### src/rtl/text_console_ctrl.sv
// Text console controller: turns a character stream into text-buffer writes with cursor tracking.
// Latency: printable char writes in the first inactive-area cycle after acceptance; controls act in the accept cycle.
// Backpressure: o_char_ready low outside IDLE; buffer writes stall while the display is reading.
module text_console_ctrl #(
   parameter int          COLS       = 32,
   parameter int          ROWS       = 16,
   parameter logic [7:0]  CLEAR_CHAR = 8'h20
) (
   input  logic       i_pix_clk,
   input  logic       i_reset,
   input  logic       i_in_active_area,
   input  logic       i_char_valid,
   input  logic [7:0] i_char,
   output logic       o_char_ready,
   output logic       o_wr_en,
   output logic [8:0] o_wr_addr,
   output logic [7:0] o_wr_data,
   output logic [3:0] o_cursor_row,
   output logic [4:0] o_cursor_col,
   output logic       o_busy
);

   localparam logic [4:0] LAST_COL = 5'(COLS - 1);
   localparam logic [3:0] LAST_ROW = 4'(ROWS - 1);
   localparam logic [8:0] LAST_ADDR = 9'h1FF;

   typedef enum logic [1:0] {IDLE, WRITE, CLEAR} state_t;

   state_t     r_state, w_state_nxt;
   logic [3:0] r_row, w_row_nxt;
   logic [4:0] r_col, w_col_nxt;
   logic [7:0] r_char, w_char_nxt;
   logic [8:0] r_addr, w_addr_nxt;
   logic [8:0] r_clr_cnt, w_clr_cnt_nxt;
   logic       w_xfer;
   logic       w_printable;
   logic [3:0] w_adv_row;
   logic [4:0] w_adv_col;
   logic [3:0] w_lf_row;

   assign o_char_ready = (r_state == IDLE) && !i_reset;
   assign o_busy       = (r_state != IDLE) && !i_reset;
   assign w_xfer       = i_char_valid && o_char_ready;
   assign w_printable  = (i_char >= 8'h20) && (i_char <= 8'h7E);

   // Buffer writes only outside the active area; address/data come from state-selected registers so they stay stable.
   assign o_wr_en   = !i_reset && !i_in_active_area && ((r_state == WRITE) || (r_state == CLEAR));
   assign o_wr_addr = (r_state == CLEAR) ? r_clr_cnt : r_addr;
   assign o_wr_data = (r_state == CLEAR) ? CLEAR_CHAR : r_char;

   assign o_cursor_row = r_row;
   assign o_cursor_col = r_col;

   // Cursor advance after a printed character, wrapping column then row with no scrolling.
   always_comb begin
      w_lf_row  = (r_row == LAST_ROW) ? 4'd0 : r_row + 4'd1;
      w_adv_row = r_row;
      w_adv_col = r_col + 5'd1;
      if (r_col == LAST_COL) begin
         w_adv_col = 5'd0;
         w_adv_row = w_lf_row;
      end
   end

   // Next-state logic: control codes act immediately in IDLE; printable chars and form feed go through write states.
   always_comb begin
      w_state_nxt   = r_state;
      w_row_nxt     = r_row;
      w_col_nxt     = r_col;
      w_char_nxt    = r_char;
      w_addr_nxt    = r_addr;
      w_clr_cnt_nxt = r_clr_cnt;
      case (r_state)
         IDLE: begin
            if (w_xfer) begin
               if (w_printable) begin
                  w_char_nxt  = i_char;
                  w_addr_nxt  = {r_row, r_col};
                  w_state_nxt = WRITE;
               end else begin
                  case (i_char)
                     8'h0A: begin
                        w_col_nxt = 5'd0;
                        w_row_nxt = w_lf_row;
                     end
                     8'h0D: w_col_nxt = 5'd0;
                     8'h08: begin
                        if (r_col != 5'd0) begin
                           w_col_nxt = r_col - 5'd1;
                        end else if (r_row != 4'd0) begin
                           w_row_nxt = r_row - 4'd1;
                           w_col_nxt = LAST_COL;
                        end
                     end
                     8'h0C: begin
                        w_clr_cnt_nxt = 9'd0;
                        w_state_nxt   = CLEAR;
                     end
                     default: ;
                  endcase
               end
            end
         end
         WRITE: begin
            if (!i_in_active_area) begin
               w_row_nxt   = w_adv_row;
               w_col_nxt   = w_adv_col;
               w_state_nxt = IDLE;
            end
         end
         CLEAR: begin
            if (!i_in_active_area) begin
               w_clr_cnt_nxt = r_clr_cnt + 9'd1;
               if (r_clr_cnt == LAST_ADDR) begin
                  w_row_nxt   = 4'd0;
                  w_col_nxt   = 5'd0;
                  w_state_nxt = IDLE;
               end
            end
         end
         default: w_state_nxt = IDLE;
      endcase
   end

   // State, cursor and latched write registers; reset abandons any write or clear in progress.
   always_ff @(posedge i_pix_clk) begin
      if (i_reset) begin
         r_state   <= IDLE;
         r_row     <= 4'd0;
         r_col     <= 5'd0;
         r_char    <= 8'd0;
         r_addr    <= 9'd0;
         r_clr_cnt <= 9'd0;
      end else begin
         r_state   <= w_state_nxt;
         r_row     <= w_row_nxt;
         r_col     <= w_col_nxt;
         r_char    <= w_char_nxt;
         r_addr    <= w_addr_nxt;
         r_clr_cnt <= w_clr_cnt_nxt;
      end
   end

endmodule

### config.mk
export PLATFORM = sky130hd
export DESIGN_NAME = text_console_ctrl
export DESIGN_NICKNAME = d
export VERILOG_FILES = /design/src/rtl/text_console_ctrl.sv
export SDC_FILE = /design/constraint.sdc
export NUM_CORES = 1
export LEC_CHECK = 0
export BUFFER_PORTS_ARGS = -buffer_cell sky130_fd_sc_hd__buf_2
export CAP_MARGIN = 5
export CORE_MARGIN = 2
export CORE_UTILIZATION = 60
export DETAILED_ROUTE_END_ITERATION = 10
export PLACE_DENSITY_LB_ADDON = 0.2
export SKIP_LAST_GASP = 1
export SLEW_MARGIN = 20
export SYNTH_ARGS = -nofsm -noshare
export SYNTH_HDL_FRONTEND = slang
export SYNTH_SLANG_ARGS = --single-unit
export TNS_END_PERCENT = 20
### constraint.sdc
create_clock -name i_pix_clk -period 3.5 [get_ports i_pix_clk]
set_input_delay 0.7 -clock i_pix_clk [delete_from_list [all_inputs] [get_ports i_pix_clk]]
set_output_delay 0.7 -clock i_pix_clk [all_outputs]
set_load 0.05 [all_outputs]
Word-level counts from Yosys, hierarchy flattened
Index checks and enable logic that the tools add are counted.
Storage, ports and cells
  flip-flop bits (word level): 37
  logic and storage cells: 91
  input bits: 12
  output and inout bits: 29
Operators by class
  equal/unequal tests: 22
  add/subtract/negate cells: 5
  order comparisons: 2
  reductions and logical operators: 21
  muxes and demuxes: 35
Operator list (number)
  $mux 9: 5
  $mux 5: 8
  $mux 4: 9
  $eq 8x4->1 const B: 4
  $pmux 9 s2: 1
  $pmux 5 s3: 1
  $mux 2: 6
  $pmux 4 s3: 1
  $pmux 5 s2: 1
  $reduce_and 10->1: 1
  $reduce_and 5->1: 2
  $add 9x1->9 const B: 1
  $eq 9x9->1 const B: 1
  $ge 8x6->1 const B: 1
  $le 8x7->1 const B: 1
  $mux 8: 1
  $ne 2x2->1 const B: 4
  $pmux 4 s2: 1
  $reduce_and 8->1: 1
  $logic_and 1x1->1: 6
  $ne 2x1->1 const B: 3
  $ne 3x2->1 const B: 2
  $ne 3x3->1 const B: 2
  $pmux 2 s3: 1
  19 further kinds: 21

Logic depth before layout (Yosys ltp)
Gate-level depths: netlist of run 1.
  word-level depth: 7
  mapped depth: 10
  gate-level depth less buffers: 10

Worst setup path before layout of run 1
Ideal clock, no wire load.
  path kind: input-to-output
  start point: in i_reset
  end point: out o_wr_en
  stages: 3
  slack: 0.515 ns
  data required time: 2.800 ns
  arrival time: 2.285 ns
  buffers on the path: 2
  cells stage by stage: buf_1 > clkbuf_1 > nor3b_1
On the way
  longest elaborated chain between the ends: 3
RTL lines
  start: declaration: line 10  | input logic i_reset,
  $logic_not 1->1: line 47  | assign o_wr_en = !i_reset && !i_in_active_area && ((r_state == WRITE) || (r_state == CLEAR));
  $logic_and 1x1->1 (2 in series): line 47
  end: declaration: line 15  | output logic o_wr_en,
Every way passes these cells.

Final worst setup path of run 1
  start point: reg r_state[0]
  end point: out o_wr_addr[7]
On the way
  longest elaborated chain between the ends: 2
RTL lines
  start: declaration: line 29  | state_t r_state, w_state_nxt;
  start signal: assignment: line 135  | r_state <= w_state_nxt;
  $eq 2x2->1: line 48  | assign o_wr_addr = (r_state == CLEAR) ? r_clr_cnt : r_addr;
  $mux 9: line 48
  end: declaration: line 16  | output logic [8:0] o_wr_addr,
Every way passes these cells.

==> metrics, run 1 <==
Worst Path Class, Setup flop to output port; Nets 332; Crit path arrival time 2.08 ns; TritonCTS buffer count 5; Ports 41; Die Width 66.2 um; async set or reset register ratio after synthesis 0; routed vias/inst 6.08; number of synthesis warnings 0; first-pass GRT wire length 9030 um; Core ar. 3690 um^2; antenna-violating nets left 0; setup bufs post-CTS 0; Overflow after GRT 0; worst-path fanout max 20; Netlist cell types just under 60; average size of a mapped cell around 8.6 um^2; Worst-path clk slew 0.07 ns; Fillers 302; Area after DPL 2550 um^2; Post-Syn Area 2320 um^2; Req. time, crit path 2.80 ns; Total Power 926 uW; clock root buffer clkbuf_8; Syn Nets between 200 and 300; Post-synth EDFFs 0; Worst-Margin Slew 0.922 ns; CP startpoint kind flop; CP Capture Type output port; # DRC 0; Layout area overhead 14.4%; final instance area approximately 2700 um^2; top cell type's share of synthesized area 0.319; Tmin final approximately 2.8 ns; vias 2165; final max-slew violation count 0; die height 66.2 um; GP Congestion roughly 0.9; DP HPWL just under 4000 um; effective utilization at floorplan 0.630; Static Leak 0.00125 uW; GRT Total Usage 0.263; antenna violations before repair 0; Slew headroom 0.384; CTS Hold Bufs 0; PwrDens 348 nW/um^2; max_cap viols 0; die area between 4000 and 5000 um^2; TritonCTS clock tree yes; Fin Setup TNS 0 ns; I/O Buffers 40; standard-cell rows 22; drt pass-1 iters 4; outcome complete, no violations; Final setup viols 0; RSZ-0062 raised after global routing no; synth top area cells dfxtp_1 32%, mux2i_1 7.3%, ha_1 6.5%; clock sinks 37; H-tree levels 2; largest net degree at the start of global routing 40; WL/cell 15.3 um; Cells after Synth 270; maximum vdd drop 0.279 mV; fmax 360 MHz; clk_lat worst skew just under 0.3 ns; diode count 0; drt total wl 5440 um; final core utilization 0.721; Clock Skew a little over 0.007 ns; Hold Fails Final Rpt 0; Synth area leader dfxtp_1; CTS max path bufs 2; register area ~740 um^2; hold_ws 0.474 ns; Primary FF master, synth dfxtp_1; post-CTS sizing 0; worst reg-to-reg setup slack 0.96 ns; multi-input logic area 1470 um^2; Synth Register Bits 37; drt first-iter violations around 210; share of cells above drive strength 1 0.231; register area share after synthesis 0.319; Final period util 0.794; vias in the first global route approximately 2000; worst hold-check path type flop to flop
==> cell type report <==
cell class                      count  area share
Tap cell                           48      0.0226
Timing Repair Buffer               43      0.0838
Inverter                           16      0.0226
Sequential cell                    37       0.279
Clock inverter                      2      0.0132
Clock buffer                        5      0.0259
Multi-Input combinational cell    205       0.553
==> synthesized netlist by cell type, types with 9 or more instances <==
master / number
mux2i_1: 17
nor2_1: 26
dfxtp_1: 37
inv_1: 16
nor2b_1: 10
a21oi_1: 19
ha_1: 12
nand3_1: 18
nand2_1: 15
mux2_2: 9
==> power by group <==
group	total, uW	switching [uW]	internal (uW)
Clock	356	149	207
Combinational	135	89.0	45.6
Sequential	435	8.63	427
Total	926	247	680
==> critical path, stage by stage, from the launching register on <==
cell	delay (ns)
dfxtp_1	0.34
inv_1	0.09
ha_1	0.72
mux2_2	0.42
buf_2	0.21
==> per-stage QoR <==
| step | instances | setup WS (ns) |
|---|---|---|
| floorplan | 270 | 0.515 |
| global placement | 349 | 1.07 |
| detailed placement | 349 | 1.03 |
| CTS | 356 | 0.737 |
| global route | 356 | 0.617 |
| finish | 356 | 0.720 |
==> path summary, 6_finish.rpt <==
path           startpoint               to  cells after the start
min reg2reg     r_char[7]        r_char[7]                      1
max reg2reg  r_clr_cnt[0]  o_cursor_col[4]                     10
min             r_char[7]        r_char[7]                      1
max            r_state[0]     o_wr_addr[7]                      4
==> kinds of logic after synthesis <==
| logic type | count (synthesis) | synth area share |
|---|---|---|
| fa+ha+maj | 12 | 0.0646 |
| compound gates | 65 | 0.196 |
| flops | 37 | 0.319 |
| simple gates | 100 | 0.248 |
| mux | 26 | 0.117 |
| xor+xnor | 2 | 0.00754 |
| buf+inv | 28 | 0.0484 |
==> state kept, by name (all words and copies together), names as in the netlist <==
name / count
r_char: 8
o_cursor_row: 4
r_state: 2
r_addr: 9
o_cursor_col: 5
r_clr_cnt: 9
==> placed cells by master (no fill, tap or decap), types with 9 or more instances in the layout <==
| cell | netlist | final |
|---|---|---|
| buf_2 | 3 | 40 |
| dfxtp_1 | 37 | 37 |
| nor2_1 | 26 | 26 |
| a21oi_1 | 19 | 19 |
| nand3_1 | 18 | 18 |
| mux2i_1 | 17 | 17 |
| inv_1 | 16 | 16 |
| nand2_1 | 15 | 15 |
| ha_1 | 12 | 12 |
| nor2b_1 | 10 | 10 |
| mux2_2 | 9 | 9 |
==> per-layer routing <==
metal	share of wire	GRT usage	vias to the layer above
met5	0	0	-
met4	0.012	0.0842	0
met3	0.053	0.0545	9
met2	0.46	0.414	77
met1	0.47	0.357	1018
li1	-	-	1061
Note: power is estimated with default switching activity, not from simulation.
==> run 2: changes to the inputs <==
CORE_UTILIZATION = 56   (was 60)
clock period = 2.76 ns   (was 3.5 ns; I/O delays follow)
==> run 2 against run 1 <==
  * Die area up 6.7%
  * Global-route usage fell by 1.1 points
  * Non-clock buffer count unchanged
  * Sequential share of layout area fell by 0.20 points
  * Register-to-register slack lost 0.65 ns
  * Clock power is 38% higher
  * Critical path depth is 6 higher
  * Setup slack got worse by 0.41 ns
  * Critical endpoint is now o_cursor_row[2]
  * Utilization decreased by 5.1 points
  * Largest cell class unchanged
  * Cell count up 0.84%
==> metrics, run 2 (synthesis gave the netlist of run 1 again) <==
clock root buffer clkbuf_8 (unchanged); multi-input logic area 1480 um^2 (was 1470 um^2); final max-slew violation count 0 (unchanged); clk_lat worst skew 0.30 ns (was 0.29 ns); Req. time, crit path 2.94 ns (was 2.80 ns); Non-Filler Instances 359 (was 356); met1 Use GR 0.336 (was 0.357); commonest non-fill, non-tap cell in the layout buf_2 (unchanged); met3 Use GR 0.0609 (was 0.0545); Final period util 0.886; die height 68.4 um (was 66.2 um); largest registers r_addr (9), r_clr_cnt (9), r_char (8) (unchanged); drt total wl 5500 um (was 5440 um); RR Endpoint o_cursor_row[2] (was o_cursor_col[4]); RSZ-0062 raised after global routing no (unchanged); antenna violations before repair 0 (unchanged); vias in the first global route 1907 (was 1995); Final setup viols 0 (unchanged); drt pass-1 iters 5 (was 4); worst r2r src r_clr_cnt[0] (unchanged); r2r worst-path depth 10 (unchanged); Nets 332 (unchanged); worst reg-to-reg setup slack 0.31 ns (was 0.96 ns); Total Power 1220 uW (was 926 uW); Core ar. 4000 um^2 (was 3690 um^2); die area 4680 um^2 (was 4390 um^2); GP Congestion 0.914 (was 0.875); Slew headroom 0.679 (was 0.384); gr busiest metal met2 (unchanged); drt first-iter violations 247 (was 206); PwrDens 454 nW/um^2 (was 348 nW/um^2); Die Width 68.4 um (was 66.2 um); fmax around 410 MHz; largest net degree at the start of global routing 40 (unchanged); CTS max path bufs 2 (unchanged); Hold Path Origin r_char[7] (unchanged); WL/cell 15.3 um (about the same); share of cells above drive strength 1 0.233 (was 0.231); final instance area 2680 um^2 (was 2660 um^2); diode count 0 (unchanged); H-tree levels 2 (unchanged); Worst-Margin Slew 0.481 ns (was 0.922 ns); standard-cell rows 23 (was 22); Worst-path clk slew 0.07 ns (about the same); CTS Hold Bufs 0 (unchanged); CP Capture Type flop (was output port); Area after DPL 2560 um^2 (was 2550 um^2); commonest non-fill, non-tap cells in the layout 40 x buf_2, 37 x dfxtp_1, 26 x nor2_1 (unchanged); Layout area overhead 15.2% (was 14.4%); first-pass GRT wire length 8870 um (was 9030 um); DP HPWL 3930 um (was 3880 um); CP startpoint kind flop (unchanged); register area 741 um^2 (unchanged); Hold Fails Final Rpt 0 (unchanged); Crit path arrival time 2.63 ns (was 2.08 ns); GRT met2 Usage 0.394 (was 0.414); # DRC 0 (unchanged); Fillers 344 (was 302); Ports 41 (unchanged); Clock Skew 0.00332 ns (was 0.00708 ns); vias 2163 (was 2165); maximum vdd drop 0.216 mV (was 0.279 mV); worst hold-check path type flop to flop (unchanged); GRT Total Usage 0.252 (was 0.263); TritonCTS clock tree yes (unchanged); max_cap viols 0 (unchanged); TritonCTS buffer count 5 (unchanged); antenna-violating nets left 0 (unchanged); Tmin final 2.45 ns; Static Leak 0.00126 uW (was 0.00125 uW); hold endpoint r_char[7] (unchanged); hold_ws 0.480 ns (was 0.474 ns); clock sinks 37 (unchanged); Overflow after GRT 0 (unchanged); Fin Setup TNS 0 ns (unchanged); hold path cells 1 (unchanged); worst-path fanout max 6 (was 20); I/O Buffers 40 (unchanged); effective utilization at floorplan 0.581 (was 0.630); routed vias/inst 6.03 (was 6.08); Worst Path Class, Setup flop to flop (was flop to output port); placed cells 351 (was 349); outcome complete, no violations (unchanged)
run 2: cell types whose count changed in the layout (fill, tap and decap cells not counted), sizes merged:
cell / change
clkbuf: +2
clkinv: -1
run 2: worst max-delay path by stage:
stage | start | slack [ns] | endpoint | depth (start not counted)
final | r_clr_cnt[0] | 0.31 | o_cursor_row[2] | 10
after detailed placement | r_clr_cnt[0] | 0.29 | o_cursor_col[4] | 10
after global routing | r_clr_cnt[0] | 0.09 | o_cursor_row[2] | 10
after global placement | r_clr_cnt[0] | 0.39 | o_cursor_col[4] | 10
after floorplan | i_reset | 0.07 | o_wr_en | 3
after CTS | r_clr_cnt[0] | 0.28 | o_cursor_col[4] | 10
run 2: area by class of cell:
| type | count | area share |
|---|---|---|
| sequential | 37 | 0.277 |
| inverter | 16 | 0.0224 |
| clock inverter | 1 | 0.0112 |
| tap | 50 | 0.0234 |
| multi-input combinational | 205 | 0.551 |
| clock buffer | 7 | 0.0322 |
| timing repair buffer | 43 | 0.0832 |
run 2: metal layers:
layer,up-vias,wire (um)
li1,1068,-
met1,996,2480
met2,88,2610
met3,11,331
met4,0,83
met5,-,0
run 2: where the power goes:
part	internal [uW]	total [uW]	switching (uW)
sequential	541	552	10.6
combinational	58.0	171	114
clock	295	492	198
total	894	1220	322
run 2: critical path, stage by stage (launching register included):
cell	delay (ns)
dfxtp_1	0.41
ha_1	0.23
and3_1	0.19
nand3_1	0.11
nor2_1	0.13
ha_1	0.16
nor2b_1	0.22
o21bai_1	0.17
a2111o_1	0.40
a22oi_1	0.21
o32ai_1	0.10
run 2: timing repair:
item / CTS / global route
hold endpoints to repair: 0 / 0
setup endpoints to repair: 0 / 3
buffers inserted: 0 / 0
resized for setup: 0 / 1
run 2: stage by stage:
step / util / setup WS [ns]
2_1_floorplan: - / 0.0710
3_3_place_gp: 0.639 / 0.388
3_5_place_dp: 0.639 / 0.294
4_1_cts: 0.668 / 0.277
5_1_grt: 0.669 / 0.0898
6_report: 0.669 / 0.314
==> run 3: changes to the inputs <==
CORE_UTILIZATION = 26   (was 56)
==> run 3 against run 2 <==
  * Setup slack got worse by 0.11 ns
  * Utilization decreased by 35 points
  * Clock skew increased by 0.0065 ns
  * Sequential share of layout area decreased by 0.73 points
  * Total power decreased by 6.8%
  * Critical path depth unchanged
  * Sequential power about the same
  * Die area increased by 110%
  * Count of clock-buffer cells in the layout decreased by 1
  * Flip-flop and latch count unchanged
  * Via count decreased by 0.18%
  * Maximum frequency decreased by 4.3%
  * Critical path type unchanged
==> metrics, run 3 (synthesis gave the netlist of run 1 again) <==
maximum vdd drop 0.132 mV (was 0.216 mV); Req. time, crit path 2.95 ns (was 2.94 ns); Die Width 98.6 um (was 68.4 um); PwrDens 412 nW/um^2 (was 454 nW/um^2); Hold Fails Final Rpt 0 (unchanged); first-pass GRT wire length 10300 um (was 8870 um); Clock Skew 0.00978 ns (was 0.00332 ns); clock root buffer clkbuf_8 (unchanged); setup bufs post-CTS 0 (unchanged); WL/cell 15.0 um (was 15.3 um); antenna-violating nets left 0 (unchanged); max_cap viols 0 (unchanged); vias 2159 (was 2163); effective utilization at floorplan 0.268 (was 0.581); Setup Slack @ Placement 0.279 ns (was 0.294 ns); TritonCTS buffer count 5 (unchanged); drt total wl 6290 um (was 5500 um); Worst Path Class, Setup flop to flop (unchanged); share of cells above drive strength 1 0.240 (was 0.233); CTS max path bufs 2 (unchanged); outcome complete, no violations (unchanged); post-CTS sizing 0 (unchanged); worst-path fanout max 6 (unchanged); drt pass-1 iters 4 (was 5); drt first-iter violations 79 (was 247); Ports 41 (unchanged); Nets 336 (was 332); GRT Total Usage 0.130 (was 0.252); die area 9710 um^2 (was 4680 um^2); # DRC 0 (unchanged); vias in the first global route 2057 (was 1907); largest net degree at the start of global routing 27 (was 40); antenna violations before repair 0 (unchanged); Layout area overhead 18.3% (was 15.2%); fmax 391 MHz (was 409 MHz); Worst-path clk slew 0.08 ns (was 0.07 ns); Final setup viols 0 (unchanged); worst hold-check path type flop to flop (unchanged); CP startpoint kind flop (unchanged); Final period util 0.926 (was 0.886); routed vias/inst 5.14 (was 6.03); Overflow after GRT 0 (unchanged); clock sinks 37 (unchanged); Crit path arrival time 2.75 ns (was 2.63 ns); DP HPWL 4570 um (was 3930 um); Slew headroom 0.533 (was 0.679); Fin Setup TNS 0 ns (unchanged); I/O Buffers 40 (unchanged); Core ar. 8680 um^2 (was 4000 um^2); commonest non-fill, non-tap cells in the layout 40 x buf_2, 37 x dfxtp_1, 26 x nor2_1 (unchanged); TritonCTS clock tree yes (unchanged); Worst-Margin Slew 0.700 ns (was 0.481 ns); CTS Hold Bufs 0 (unchanged); Tmin final 2.56 ns (was 2.45 ns); RSZ-0062 raised after global routing no (unchanged); standard-cell rows 34 (was 23); clk_lat worst skew 0.29 ns (was 0.30 ns); Static Leak 0.00126 uW (about the same); setup ws final 0.203 ns (was 0.314 ns); die height 98.6 um (was 68.4 um); GP Congestion 0.793 (was 0.914); CP Capture Type flop (unchanged); H-tree levels 2 (unchanged); commonest non-fill, non-tap cell in the layout buf_2 (unchanged); diode count 0 (unchanged); final max-slew violation count 0 (unchanged); largest registers r_addr (9), r_clr_cnt (9), r_char (8) (unchanged)
[run 3: cell types whose count changed in the layout (fill, tap and decap cells not counted)]
cell / change
a21oi_1: +1
clkbuf_1: -1
a21oi_2: -1
clkinvlp_4: +1
bufinv_16: -1
buf_4: +4
[run 3: final cells by class]
cell class / instances / area (um^2)
timing repair buffer: 47 / 253
clock buffer: 6 / 82.6
clock inverter: 1 / 7.51
multi-input combinational: 205 / 1470
tap: 108 / 135
sequential: 37 / 741
inverter: 16 / 60.1
fill: 928 / 5930
[run 3: worst paths after layout]
kind                start              end  slack, ns  depth (start not counted)
max          r_clr_cnt[0]  o_cursor_col[4]       0.20                         10
min             r_char[7]        r_char[7]       0.48                          1
max reg2reg  r_clr_cnt[0]  o_cursor_col[4]       0.20                         10
min reg2reg     r_char[7]        r_char[7]       0.48                          1
[run 3: stage by stage]
stage | hold WS, ns | util | std cells | cell area, um^2 | power [uW]
final | 0.480 | 0.317 | 420 | 2750 | 1130
after detailed placement | 0.463 | 0.307 | 413 | 2660 | 743
after global routing | 0.498 | 0.317 | 420 | 2750 | 1180
after global placement | 0.458 | 0.307 | 413 | 2660 | 743
after floorplan | 0.444 | - | 270 | 2320 | 688
after CTS | 0.479 | 0.317 | 420 | 2750 | 1150
[run 3: metal layers]
metal,global-route usage,vias to the layer above,share of wire
met4,0.0400,0,0.015
met2,0.207,50,0.45
met3,0.0248,9,0.051
met5,0,-,0
li1,-,1067,-
met1,0.179,1033,0.48
[run 3: where the power goes]
group	switching (uW)	internal, uW	total [uW]
clock	205	198	403
combinational	118	60.5	178
sequential	11.2	541	552
[run 3: critical path, cell delays in order, from the launching register on]
cell and delay (ns):
dfxtp_1 0.41, ha_1 0.23, and3_1 0.19, nand3_1 0.12
nor2_1 0.14, ha_1 0.15, nor2b_1 0.21, o21bai_1 0.17
a21oi_1 0.42, nand3_1 0.13, a32o_1 0.28
